===== src/rtl/pic_init_sequencer.sv =====
// Initialization and operation command-word sequencer for an 8259-style PIC.
// Writes commit on the trailing edge of the write strobe; reads are registered.
module pic_init_sequencer #(
  parameter logic [7:0] OCW3_RST = 8'h00
) (
  input  logic       clk,
  input  logic       rst,
  input  logic       csn,
  input  logic       wrn,
  input  logic       rdn,
  input  logic       a0,
  input  logic [7:0] din,
  input  logic [7:0] irr,
  input  logic [7:0] isr,
  output logic [7:0] icw1,
  output logic [7:0] icw2,
  output logic [7:0] icw3,
  output logic [7:0] icw4,
  output logic [7:0] ocw1,
  output logic [7:0] ocw2,
  output logic [7:0] ocw3,
  output logic       ocw2_stb,
  output logic [2:0] state,
  output logic       init_done,
  output logic [7:0] dout,
  output logic       dout_en
);

  typedef enum logic [2:0] {
    S_IDLE      = 3'd0,
    S_WAIT_ICW2 = 3'd1,
    S_WAIT_ICW3 = 3'd2,
    S_WAIT_ICW4 = 3'd3,
    S_READY     = 3'd4
  } state_t;

  state_t     state_r, state_nx;
  logic       wr_act, wr_act_q, wr_block, commit, rd_act;
  logic [7:0] din_q;
  logic       a0_q;
  logic [7:0] icw1_nx, icw2_nx, icw3_nx, icw4_nx, ocw1_nx, ocw2_nx, ocw3_nx;
  logic       stb_nx;

  assign wr_act = ~csn & ~wrn;
  assign commit = wr_act_q & ~wr_act;
  assign rd_act = ~csn & ~rdn & ~wr_act;
  assign state  = state_r;

  // Write capture; wr_block keeps a write that straddled reset from ever committing.
  always_ff @(posedge clk or posedge rst) begin
    if (rst) begin
      wr_act_q <= 1'b0;
      wr_block <= 1'b1;
      din_q    <= 8'h00;
      a0_q     <= 1'b0;
    end else begin
      wr_act_q <= wr_act & ~wr_block;
      if (!wr_act) begin
        wr_block <= 1'b0;
      end
      if (wr_act && !wr_block) begin
        din_q <= din;
        a0_q  <= a0;
      end
    end
  end

  always_comb begin
    state_nx = state_r;
    icw1_nx  = icw1;
    icw2_nx  = icw2;
    icw3_nx  = icw3;
    icw4_nx  = icw4;
    ocw1_nx  = ocw1;
    ocw2_nx  = ocw2;
    ocw3_nx  = ocw3;
    stb_nx   = 1'b0;
    if (commit) begin
      if (!a0_q && din_q[4]) begin
        icw1_nx  = din_q;
        icw2_nx  = 8'h00;
        icw3_nx  = 8'h00;
        icw4_nx  = 8'h00;
        ocw1_nx  = 8'h00;
        ocw2_nx  = 8'h00;
        ocw3_nx  = OCW3_RST;
        state_nx = S_WAIT_ICW2;
      end else begin
        case (state_r)
          S_WAIT_ICW2: begin
            if (a0_q) begin
              icw2_nx = din_q;
              if (!icw1[1])     state_nx = S_WAIT_ICW3;
              else if (icw1[0]) state_nx = S_WAIT_ICW4;
              else              state_nx = S_READY;
            end
          end
          S_WAIT_ICW3: begin
            if (a0_q) begin
              icw3_nx  = din_q;
              state_nx = icw1[0] ? S_WAIT_ICW4 : S_READY;
            end
          end
          S_WAIT_ICW4: begin
            if (a0_q) begin
              icw4_nx  = din_q;
              state_nx = S_READY;
            end
          end
          S_READY: begin
            if (a0_q) begin
              ocw1_nx = din_q;
            end else if (din_q[4:3] == 2'b00) begin
              ocw2_nx = din_q;
              stb_nx  = 1'b1;
            end else if (din_q[4:3] == 2'b01) begin
              // read-register select bits only move when RR is set
              ocw3_nx = {din_q[7:2], din_q[1] ? din_q[1:0] : ocw3[1:0]};
            end else begin
              ocw3_nx = ocw3;
            end
          end
          default: begin
            state_nx = state_r;
          end
        endcase
      end
    end else begin
      stb_nx = 1'b0;
    end
  end

  // Sequencer state and command-word registers.
  always_ff @(posedge clk or posedge rst) begin
    if (rst) begin
      state_r   <= S_IDLE;
      init_done <= 1'b0;
      icw1      <= 8'h00;
      icw2      <= 8'h00;
      icw3      <= 8'h00;
      icw4      <= 8'h00;
      ocw1      <= 8'h00;
      ocw2      <= 8'h00;
      ocw3      <= OCW3_RST;
      ocw2_stb  <= 1'b0;
    end else begin
      state_r   <= state_nx;
      init_done <= (state_nx == S_READY);
      icw1      <= icw1_nx;
      icw2      <= icw2_nx;
      icw3      <= icw3_nx;
      icw4      <= icw4_nx;
      ocw1      <= ocw1_nx;
      ocw2      <= ocw2_nx;
      ocw3      <= ocw3_nx;
      ocw2_stb  <= stb_nx;
    end
  end

  // Registered read path; dout holds between reads.
  always_ff @(posedge clk or posedge rst) begin
    if (rst) begin
      dout    <= 8'h00;
      dout_en <= 1'b0;
    end else begin
      dout_en <= rd_act;
      if (rd_act) begin
        if (a0)                      dout <= ocw1;
        else if (ocw3[1:0] == 2'b11) dout <= isr;
        else                         dout <= irr;
      end
    end
  end

endmodule


===== config.mk =====
export PLATFORM = sky130hd
export DESIGN_NAME = pic_init_sequencer
export DESIGN_NICKNAME = d
export VERILOG_FILES = /design/src/rtl/pic_init_sequencer.sv
export SDC_FILE = /design/constraint.sdc
export NUM_CORES = 1
export LEC_CHECK = 0
export ABC_AREA = 1
export CAP_MARGIN = 20
export CORE_MARGIN = 8
export CORE_UTILIZATION = 45
export CTS_BUF_LIST = sky130_fd_sc_hd__clkbuf_2 sky130_fd_sc_hd__clkbuf_4 sky130_fd_sc_hd__clkbuf_8
export CTS_CLUSTER_SIZE = 14
export DETAILED_ROUTE_END_ITERATION = 7
export PLACE_DENSITY = 0.88
export SLEW_MARGIN = 20
export SYNTH_ARGS = -nofsm -noshare
export SYNTH_HDL_FRONTEND = slang
export SYNTH_SLANG_ARGS = --single-unit

===== constraint.sdc =====
create_clock -name clk -period 2.6 [get_ports clk]
set_input_delay 0.26 -clock clk [delete_from_list [all_inputs] [get_ports clk]]
set_output_delay 0.26 -clock clk [all_outputs]
set_load 0.02 [all_outputs]

### Yosys cells after proc, flatten, opt, wreduce, memory -nomap -nowiden

Index checks and enable logic that the tools add are counted.

| operators by class | value |
|---|---|
| shift-type cells | 0 |
| $lt $le $gt $ge | 0 |
| add/subtract/negate cells | 0 |
| reduce and logical (&&, ||, !) cells | 21 |
| bitwise logic cells | 10 |
| multiplexer cells | 34 |
| equal/unequal tests | 9 |
| $mul | 0 |
| divide/modulo/power cells | 0 |

Operators with widths:

| cell | number |
|---|---|
| $mux 8 | 20 |
| $mux 3 | 7 |
| $reduce_bool 2->1 | 8 |
| $reduce_and 3->1 | 4 |
| $pmux 3 s3 | 1 |
| $eq 3x2->1 const B | 2 |
| $eq 3x3->1 const B | 2 |
| $reduce_and 6->1 | 1 |
| $and 1x1->1 | 5 |
| $mux 1 | 5 |
| $not 1->1 | 5 |
| $reduce_and 5->1 | 1 |
| $reduce_and 4->1 | 1 |
| $eq 3x1->1 const B | 1 |
| $eq 2x1->1 const B | 1 |
| $eq 2x2->1 const B | 1 |
| $logic_and 1x1->1 | 2 |
| $logic_not 1->1 | 2 |
| $logic_not 2->1 | 1 |
| $mux 2 | 1 |
| $ne 2x1->1 const B | 1 |
| $ne 2x2->1 const B | 1 |
| $reduce_and 2->1 | 1 |

| word-level totals | value |
|---|---|
| bits in latches | 0 |
| register bits | 81 |
| word-level logic and storage cells | 91 |
| RAM bits | 0 |
| memory bits (read-only) | 0 |
| memories kept | 0 |
| input port bits | 30 |
| output and inout bits | 70 |

### Depth between registers and ports, before layout

Gate-level depths: netlist (run 1).

| depth | value |
|---|---|
| word-level depth | 7 |
| gate-level depth with buffers | 10 |
| gate-level depth less buffers | 10 |

### Worst setup path after synthesis (run 1)

OpenSTA, ideal clock, no wires.

| path | value |
|---|---|
| path kind | reg-to-reg |
| start point | register state_r[0] (netlist: state[0]) |
| end point | register ocw2[7] |
| setup time | 0.121 ns |
| period minus slack after synthesis | 1.460 ns |
| path slack | 1.140 ns |
| required time | 2.479 ns |
| data arrival time | 1.338 ns |
| cell stages (with the launch flop) | 10 |
| path buffers | 1 |
| cells stage by stage | dfrtp_1 inv_2 nand2_1 nor2_2 nand2_1 nand2_2 o211ai_2 buf_6 nand2_1 o21ai_2 |

| between the ends | value |
|---|---|
| cells in the longest elaborated chain, start to end | 3 |

Ends and longest elaborated chain:

| item | line | source |
|---|---|---|
| start: declaration | 37 | `state_t state_r, state_nx;` |
| start signal: assignment | 147 | `state_r <= state_nx;` |
| $eq 3x3->1 | 89 | `case (state_r)` |
| $reduce_bool 2->1 (no line) | n/a |  |
| $reduce_and 4->1 (no line) | n/a |  |
| end signal: assignment | 154 | `ocw2 <= ocw2_nx;` |
| end: declaration | 20 | `output logic [7:0] ocw2,` |

No other way between the ends.
A chain may end at the register's enable or synchronous reset.

### Worst setup path in the final report (run 1)

| path | value |
|---|---|
| start point | register ocw3[1] |
| end point | output ocw3[1] |

RTL lines:

| item | line | source |
|---|---|---|
| start: declaration | 21 | `output logic [7:0] ocw3,` |
| start signal: assignment | 155 | `ocw3 <= ocw3_nx;` |

No word-level cell between the ends.

==> results of run 1 <==
-- cell usage after synthesis --
cell      number
nand2_1      136
dfrtp_1       80
o21ai_0       34
nor2_1        23
o21ai_1       23
inv_1         22
nand3_1       20
o21ai_2       10
buf_2          5
a21oi_1        4
inv_2          4
nand2_2        4
buf_6          3
clkbuf_1       3
nor2_2         2
a21oi_2        1
a21oi_4        1
buf_4          1
clkinv_1       1
dfstp_2        1
nor2_4         1
nor4_1         1
o211ai_2       1
or2_2          1
-- kinds of logic (layout without fill, tap and decap cells) --
group           count (synthesis)  count (layout)  synth area share (%)
flops                          81              81                  59.7
buf+inv                        39             145                  5.27
simple gates                  188             188                  22.3
compound gates                 74              74                  12.7
-- cell usage in the layout, fill, tap and decap left out --
cell type,synthesis,layout
nand2_1,136,136
clkdlybuf4s50_1,0,99
dfrtp_1,80,80
o21ai_0,34,34
nor2_1,23,23
o21ai_1,23,23
inv_1,22,21
nand3_1,20,20
o21ai_2,10,10
clkbuf_8,0,9
inv_6,0,5
inv_2,4,4
nand2_2,4,4
a21oi_1,4,4
buf_4,1,3
nor2_2,2,2
clkinvlp_4,0,2
nor2_4,1,1
a21oi_4,1,1
clkinv_1,1,1
a21oi_2,1,1
o211ai_2,1,1
nor4_1,1,1
clkinv_2,0,1
or2_2,1,1
dfstp_2,1,1
-- state kept, by name, indices dropped and copies added (netlist names) --
name,flops
dout_en,1
ocw1,8
init_done,1
icw4,8
state,3
wr_block,1
dout,8
icw1,8
icw2,8
icw3,8
a0_q,1
ocw3,8
wr_act_q,1
ocw2_stb,1
ocw2,8
din_q,8
-- power by group --
part	leakage (nW)	switching, mW	total, mW	internal [mW]
clock network	0.0877	0.494	0.857	0.363
registers	1.05	0.306	1.92	1.62
logic	1.00	1.04	1.88	0.841
total	2.14	1.84	4.66	2.82
-- cell type report --
class | instances | share of cell area, %
flip-flops and latches | 81 | 43.7
multi-input cells | 262 | 25.6
repair buffers | 102 | 21.8
clock buffers | 9 | 2.67
well taps | 99 | 2.67
inverters | 27 | 2.21
clock inverters | 7 | 1.27
-- metal layers --
layer	vias to the layer above	part of all wire, %	global-route usage, %
li1	1424	-	-
met2	164	47	30.5
met1	1399	41	22.4
met3	21	11	5.40
met5	-	0	0
met4	0	1.4	6.56
-- stage by stage --
stage | area [sq um] | utilization, %
finish | 4640 | 63.6
global route | 4640 | 63.6
global placement | 4460 | 61.1
floorplan | 3400 | -
CTS | 4640 | 63.6
detailed placement | 4460 | 61.1
-- how the worst min path moves through the flow --
| stage | from | to | slack (ns) | depth (start not counted) |
|---|---|---|---|---|
| global placement | wr_block$_DFFE_PP1N_ | wr_block$_DFFE_PP1N_ | 0.43 | 2 |
| CTS | rst | state[0]$_DFF_PP0_ | 0.36 | 2 |
| global route | rst | dout_en$_DFF_PP0_ | 0.41 | 2 |
| floorplan | din[2] | din_q[2]$_DFFE_PP0P_ | 0.38 | 2 |
| detailed placement | wr_block$_DFFE_PP1N_ | wr_block$_DFFE_PP1N_ | 0.45 | 2 |
| finish | rst | dout_en$_DFF_PP0_ | 0.33 | 2 |
==> summary.md, run 1 <==
| Metric | Value |
|---|---|
| Status | completed |
| Row cnt | 31 |
| WL final | between 9000 and 10000 um |
| Cells after DPL | 571 |
| Worst-case reg-to-reg path depth | 8 |
| DP Worst Slack | ~0.5 ns |
| Die H | ~100 um |
| Crit end category | primary output |
| Final Non-Filler Cells | a little under 600 |
| Crit-path cells | clkdlybuf4s50_1 |
| I/O pin cnt | 100 |
| CTS Buf Count | 9 |
| Final Hold Viols | 0 |
| Drc violations | 0 |
| Clock transition at the registers of the reported paths | around 0.080 ns |
| Clock Skew | approximately 0.011 ns |
| Initial Utilization | a little under half |
| Crit path DAT | about 1.6 ns |
| Congestion Overflow GR | 0 |
| Reg-to-Reg End | ocw2[1]$_DFFE_PP0P_ |
| Mapped Cells | approximately 380 |
| VDD IR max | about 510 uV |
| First-pass GRT wire length | between 10000 and 15000 um |
| YS warnings | 0 |
| Req. time, crit path | ~2.3 ns |
| N_diodes | 0 |
| Total Power | roughly 4.7 mW |
| WL per Instance | 16.0 um |
| Layout area overhead | 36.6% |
| TritonRoute pass-1 iters | 5 |
| Number of global-route vias before repair | around 3000 |
| Root Buffer | clkbuf_8 |
| Crit path largest cell delay | roughly 0.7 ns |
| CP Class | reg2out |
| Yosys reg bits | 81 |
| Netlist cell types | 24 |
| Dpl hpwl | 7210 um |
| Reg area | ~2000 sq um |
| Fmax | roughly 0.53 GHz |
| Sink Count | 81 |
| Post-CTS resize count | 0 |
| CP top delay family | buffers and inverters |
| Unrepaired setup endpoints after global routing | no |
| Initial antenna violation count | 0 |
| Crit path launch | ocw3[1]$_DFFE_PP0P_ |
| PwrDens | between 1000 and 1500 nW/um^2 |
| Worst path slowest cell | clkdlybuf4s50_1 |
| Via count | around 3000 |
| Skew-Pair Late Insertion Delay | around 0.36 ns |
| Syn_area_per_cell | between 8 and 9 sq um |
| Die area | roughly 11000 sq um |
| GRT Total Usage | between 10% and 20% |
| GPL Wtd Cong | 1.04 |
| MaxCap Viol Count | 0 |
| Crit-path max FO | 11 |
| CP startpoint kind | flip-flop |
| Core Box Area | 7290 sq um |
| Hold buffer count at CTS | 0 |
| Rel. slew slack | 48.5% |
| Leak | 2.14 nW |
| Measured slew at the worst slew-check pin | roughly 0.77 ns |
| Final Net Count | between 500 and 600 |
| Worst r2r src | state[0]$_DFF_PP0_ |
| Type of the most critical hold path | in2async |
| Largest net degree at the start of global routing | 47 |
| Bufs on Longest Clock Path | 2 |
| Final setup vio count | 0 |
| Seq/Total Area, Yosys | about three fifths |
| Post-synth top area share | 59.0% |
| CTS H-tree lvls | 3 |
| Synth top area cells | dfrtp_1 (59%), nand2_1 (15%), o21ai_0 (5.0%) |
| First-iteration detailed-routing DRC count | ~210 |
| WP buf/inv | 1 |
| Port buffer count | 99 |
| Multi-input gate area in the final layout | between 1000 and 1500 sq um |
| Crit path depth | 1 |
| # fillers | 622 |
| Final WS setup | just over 0.7 ns |
| CP endpoint | ocw3[1] |
| Setup bufs post-CTS | 0 |
| Setup TNS | 0 ns |
| Hold WS | roughly 0.33 ns |
| CTS tree | built |
| Post-Syn Nets | 412 |
| Area leader, netlist | dfrtp_1 |
| Die width | between 100 and 150 um |
| Reg-to-reg slack, setup | roughly 0.9 ns |
| Slew Viols, Final | 0 |
| Proportion of layout cells with a drive suffix above 1 | 9.43% |
| Final period util | a little over 70% |
| Post-route ant nets | 0 |
| Syn Std Cell Area | about 3400 sq um |
| DR vias/cell | about 5.1 |
| Crit path time final | between 1.5 and 2 ns |
(Power assumes the default switching activity.)
==> inputs of run 2 (changes only) <==
==> constraint.sdc (replaced) <==
create_clock -name clk -period 1.8 [get_ports clk]
set_input_delay 0.18 -clock clk [delete_from_list [all_inputs] [get_ports clk]]
set_output_delay 0.18 -clock clk [all_outputs]
set_load 0.02 [all_outputs]
==> summary.md, run 2 (synthesis results as in run 1) <==
| Metric | Value |
|---|---|
| Clock transition at the registers of the reported paths | 0.09 ns (about the same) |
| Hold WS | 0.286 ns (-0.0481 ns) |
| Setup bufs post-CTS | 0 (unchanged) |
| Initial antenna violation count | 0 (unchanged) |
| Rel. slew slack | 57.8% (+9.3 points) |
| Req. time, crit path | 2.07 ns (-0.27 ns) |
| Row cnt | 31 (unchanged) |
| Proportion of layout cells with a drive suffix above 1 | 10.8% (+1.3 points) |
| Die H | 103 um (unchanged) |
| Measured slew at the worst slew-check pin | 0.633 ns (-0.139 ns) |
| GPL Wtd Cong | 1.01 (-3.1%) |
| Leak | 2.18 nW (+1.9%) |
| Worst r2r src | a0_q$_DFFE_PP0P_ |
| GRT Total Usage | 18.0% (-0.44 points) |
| Final Hold Viols | 0 (unchanged) |
| First-iteration detailed-routing DRC count | 178 (-14%) |
| # fillers | 603 (-3.1%) |
| Util after Layout | 65.0% (+1.4 points) |
| Clock Skew | 0.0139 ns (+0.00253 ns) |
| TritonRoute pass-1 iters | 4 (-1) |
| DP Worst Slack | 0.0795 ns (-0.422 ns) |
| Fmax | 0.598 GHz |
| Most common cell after layout, fill and taps aside | nand2_1 |
| PwrDens | 1450 nW/um^2 (+44%) |
| VDD IR max | 860 uV (+70%) |
| CP startpoint kind | flip-flop |
| WL per Instance | 15.6 um (-2.6%) |
| Total Power | 6.88 mW (+48%) |
| Final period util | 93.0% |
| Post-route ant nets | 0 (unchanged) |
| CTS tree | built |
| N_diodes | 0 (unchanged) |
| Unrepaired setup endpoints after global routing | yes |
| Skew-Pair Late Insertion Delay | 0.35 ns (about the same) |
| Setup TNS | 0 ns (unchanged) |
| Reg-to-Reg End | icw3[3]$_DFFE_PP0P_ |
| Most frequent cells in the layout | nand2_1 (136), clkdlybuf4s50_1 (99), dfrtp_1 (78), o21ai_0 (34) |
| Crit path DAT | 1.95 ns (+0.32 ns) |
| Status | completed |
| Congestion Overflow GR | 0 (unchanged) |
| Cells after DPL | 576 (+0.88%) |
| Die area | 10600 sq um (unchanged) |
| Worst path slowest cell | dfrtp_1 |
| Final Non-Filler Cells | 592 (+0.85%) |
| Final setup vio count | 0 (unchanged) |
| Post-CTS resize count | 0 (unchanged) |
| Slew Viols, Final | 0 (unchanged) |
| Final instance area | 4740 sq um (+2.2%) |
| MaxCap Viol Count | 0 (unchanged) |
| Crit-path max FO | 16 (+5) |
| First-pass GRT wire length | 14700 um (-1.5%) |
| Sink Count | 81 (unchanged) |
| Hold buffer count at CTS | 0 (unchanged) |
| Crit end category | flip-flop |
| Worst-case reg-to-reg path depth | 4 (-4) |
| Bufs on Longest Clock Path | 2 (unchanged) |
| Crit-path cells | inv_2 -> o21ai_2 -> nand2_1 -> o21ai_1 |
| Final WS setup | 0.126 ns (-0.585 ns) |
| CTS H-tree lvls | 3 (unchanged) |
| Initial Utilization | 46.6% (unchanged) |
| Final Net Count | 518 (+0.97%) |
| Crit path launch | a0_q$_DFFE_PP0P_ |
| Number of global-route vias before repair | 2967 (+0.13%) |
| Largest net degree at the start of global routing | 82 (+74%) |
| Crit path largest cell delay | 0.59 ns (-0.10 ns) |
| WP buf/inv | 1 (unchanged) |
| Core Box Area | 7290 sq um (unchanged) |
| Type of the most critical hold path | in2async |
| Reg-to-reg slack, setup | 0.13 ns (-0.77 ns) |
| WL final | 9230 um (-1.8%) |
| Via count | 2976 (-1.1%) |
| Area after DPL | 4520 sq um (+1.5%) |
| Reg area | 2030 sq um (+0.12%) |
| Root Buffer | clkbuf_8 |
| Die width | 103 um (unchanged) |
| Layout area overhead | 39.7% |
| CTS Buf Count | 9 (unchanged) |
| Multi-input gate area in the final layout | 1200 sq um (+0.63%) |
| CP Class | reg2reg |
| DR vias/cell | 5.03 (-1.9%) |
| I/O pin cnt | 100 (unchanged) |
| Crit path time final | 1.67 ns |
| Dpl hpwl | 6930 um (-3.9%) |
| Port buffer count | 99 (unchanged) |
| Drc violations | 0 (unchanged) |
| CP top delay family | compound AO/OA/AOI/OAI gates |
==> run 2: worst register-to-register path, stage by stage (launching register included) <==
cell and delay [ns]:
dfrtp_1 0.59, inv_2 0.22, o21ai_2 0.57, nand2_1 0.12
o21ai_1 0.11
==> run 2: layer usage <==
layer  track usage [%]  part of all wire, %
met4              5.67                  1.4
met1              22.5                   43
met2              29.3                   48
met3              5.33                  8.4
met5                 0                    0
==> run 2: report_power, final <==
group          switching [mW]  total, mW  internal (mW)  leakage [nW]
clock network           0.682       1.38          0.695         0.101
registers               0.431       2.77           2.34          1.04
logic                    1.50       2.73           1.23          1.03
==> run 2: how the worst max path moves through the flow <==
| stage | to | slack [ns] | depth (start not counted) |
|---|---|---|---|
| after floorplan | ocw2[7]$_DFFE_PP0P_ | 0.34 | 9 |
| after global placement | ocw2[5]$_DFFE_PP0P_ | 0.13 | 9 |
| after detailed placement | ocw2[2]$_DFFE_PP0P_ | 0.08 | 9 |
| after CTS | ocw3[0] | 0.03 | 1 |
| after global routing | icw3[7]$_DFFE_PP0P_ | -0.005 | 4 |
| final | icw3[3]$_DFFE_PP0P_ | 0.13 | 4 |
==> run 2: cell type report <==
type / count / share of cell area [%]
timing repair buffer: 107 / 22.7
tap: 99 / 2.61
multi-input combinational: 262 / 25.2
clock inverter: 6 / 1.56
inverter: 27 / 2.22
sequential: 81 / 42.8
clock buffer: 10 / 2.90
==> inputs of run 3 (changes only) <==
--- a/config.mk
+++ b/config.mk
@@ -6,13 +6,14 @@
 export NUM_CORES = 1
 export LEC_CHECK = 0
 export ABC_AREA = 1
+export ABC_CLOCK_PERIOD_IN_PS = 1800
 export CAP_MARGIN = 20
 export CORE_MARGIN = 8
-export CORE_UTILIZATION = 45
+export CORE_UTILIZATION = 49
 export CTS_BUF_LIST = sky130_fd_sc_hd__clkbuf_2 sky130_fd_sc_hd__clkbuf_4 sky130_fd_sc_hd__clkbuf_8
 export CTS_CLUSTER_SIZE = 14
 export DETAILED_ROUTE_END_ITERATION = 7
-export PLACE_DENSITY = 0.88
+export PLACE_DENSITY = 0.93
 export SLEW_MARGIN = 20
 export SYNTH_ARGS = -nofsm -noshare
 export SYNTH_HDL_FRONTEND = slang
==> summary.md, run 3 (synthesis results as in run 1) <==
| Metric | Value |
|---|---|
| Status | completed |
| Fmax | 0.595 GHz (-0.48%) |
| I/O pin cnt | 100 (unchanged) |
| Req. time, crit path | 2.06 ns (about the same) |
| Setup TNS | 0 ns (unchanged) |
| Reg-to-reg slack, setup | 0.12 ns (about the same) |
| Worst r2r src | a0_q$_DFFE_PP0P_ |
| Post-route ant nets | 0 (unchanged) |
| Sink Count | 81 (unchanged) |
| Clock Skew | 0.00968 ns (-0.00423 ns) |
| Worst-case reg-to-reg path depth | 4 (unchanged) |
| Drc violations | 0 (unchanged) |
| Die width | 99.2 um (-3.5%) |
| Crit path DAT | 1.95 ns (about the same) |
| VDD IR max | 913 uV (+6.2%) |
| Skew-Pair Late Insertion Delay | 0.34 ns (about the same) |
| Crit-path max FO | 16 (unchanged) |
| Total Power | 6.86 mW (-0.26%) |
| MaxCap Viol Count | 0 (unchanged) |
| TritonRoute pass-1 iters | 4 (unchanged) |
| Leak | 2.18 nW (+0.26%) |
| Proportion of layout cells with a drive suffix above 1 | 10.9% (+0.16 points) |
| # fillers | 524 (-13%) |
| Largest net degree at the start of global routing | 44 (-46%) |
| Initial antenna violation count | 0 (unchanged) |
| Initial Utilization | 50.3% (+3.7 points) |
| GPL Wtd Cong | 0.895 (-11%) |
| Final Net Count | 520 (+0.39%) |
| Die area | 9850 sq um (-6.9%) |
| Bufs on Longest Clock Path | 2 (unchanged) |
| Number of global-route vias before repair | 3117 (+5.1%) |
| WL per Instance | 16.4 um (+5.4%) |
| Type of the most critical hold path | in2async |
| GR peak layer | met2 |
| Crit end category | flip-flop |
| Measured slew at the worst slew-check pin | 0.627 ns (-0.00622 ns) |
| Port buffer count | 99 (unchanged) |
| Layout area overhead | 39.1% |
| Root Buffer | clkbuf_8 |
| Crit path time final | 1.68 ns (+0.00808 ns) |
| Final Hold Viols | 0 (unchanged) |
| Hold buffer count at CTS | 0 (unchanged) |
| Rel. slew slack | 58.2% (+0.41 points) |
| CTS tree | built |
| GR met1 Demand/Resource | 24.0% (+1.5 points) |
| GR Util met2 | 32.1% (+2.8 points) |
| Via count | 3028 (+1.7%) |
| Hold WS | 0.156 ns (-0.130 ns) |
| Core Box Area | 6760 sq um (-7.3%) |
| PwrDens | 1450 nW/um^2 (+0.13%) |
| Most common cell after layout, fill and taps aside | nand2_1 |
| Final period util | 93.4% (+0.45 points) |
| CTS H-tree lvls | 3 (unchanged) |
| CP Class | reg2reg |
| Row cnt | 30 (-3.2%) |
| Clock transition at the registers of the reported paths | 0.09 ns (about the same) |
| Reg-to-Reg End | icw3[1]$_DFFE_PP0P_ |
| Most frequent cells in the layout | nand2_1 (136), clkdlybuf4s50_1 (99), dfrtp_1 (79), o21ai_0 (34) |
| First-pass GRT wire length | 15400 um (+4.4%) |
| Congestion Overflow GR | 0 (unchanged) |
| CP startpoint kind | flip-flop |
| N_diodes | 0 (unchanged) |
| Slew Viols, Final | 0 (unchanged) |
| Dpl hpwl | 7110 um (+2.7%) |
| DP Worst Slack | 0.0340 ns (-0.0455 ns) |
| WL final | 9440 um (+2.4%) |
| Final WS setup | 0.118 ns (-0.00809 ns) |
| GR Util met3 | 5.94% (+0.60 points) |
| CTS Buf Count | 9 (unchanged) |
| DR vias/cell | 5.27 (+4.8%) |
| First-iteration detailed-routing DRC count | 207 (+16%) |
| Unrepaired setup endpoints after global routing | no |
| Final setup vio count | 0 (unchanged) |
| Util after Layout | 69.9% (+4.9 points) |
| GRT Total Usage | 19.6% (+1.6 points) |
| Die H | 99.2 um (-3.5%) |
run 3: repair_timing:
item	CTS	global route
setup buffers	0	0
endpoints found under the setup margin	0	1
gates resized for setup	0	1
run 3: routing by layer:
| layer | wire length [um] | vias up | part of all wire [%] |
|---|---|---|---|
| met5 | 0 | - | 0 |
| met4 | 99 | 0 | 1.0 |
| met3 | 711 | 12 | 7.5 |
| met2 | 4560 | 115 | 48 |
| met1 | 4080 | 1464 | 43 |
| li1 | - | 1437 | - |
run 3: critical path: stages (launching register included):
cell and delay, ns:
dfrtp_1 0.58, inv_2 0.21, o21ai_2 0.56, nand2_1 0.13, o21ai_1 0.12
run 3: power by group:
| part | switching (mW) | internal (mW) | leakage [nW] | total [mW] |
|---|---|---|---|---|
| combinational | 1.55 | 1.24 | 1.05 | 2.80 |
| sequential | 0.418 | 2.34 | 1.05 | 2.76 |
| clock | 0.651 | 0.659 | 0.0923 | 1.31 |
run 3: final cells by class:
class,instances,area (sq um),area share [%]
clock buffers,10,131,2.78
clock inverters,6,66.3,1.40
inverters,27,105,2.22
multi-input cells,262,1190,25.2
flip-flops and latches,81,2030,43.0
well taps,80,100,2.12
repair buffers,109,1100,23.4
run 3: worst max path at each step:
stage / startpoint / end / slack [ns] / cells after the start
after global routing: a0_q$_DFFE_PP0P_ / icw3[1]$_DFFE_PP0P_ / 0.001 / 4
after CTS: ocw3[0]$_DFFE_PP0P_ / ocw3[0] / 0.02 / 1
final: a0_q$_DFFE_PP0P_ / icw3[1]$_DFFE_PP0P_ / 0.12 / 4
after floorplan: state[0]$_DFF_PP0_ / ocw2[7]$_DFFE_PP0P_ / 0.34 / 9
after detailed placement: csn / ocw2[2]$_DFFE_PP0P_ / 0.03 / 9
after global placement: csn / ocw2[5]$_DFFE_PP0P_ / 0.08 / 9
run 3: metrics by stage:
step / cell area, sq um / std cells
floorplan: 3400 / 382
global placement: 4530 / 559
detailed placement: 4530 / 559
CTS: 4720 / 575
global route: 4720 / 575
finish: 4720 / 575
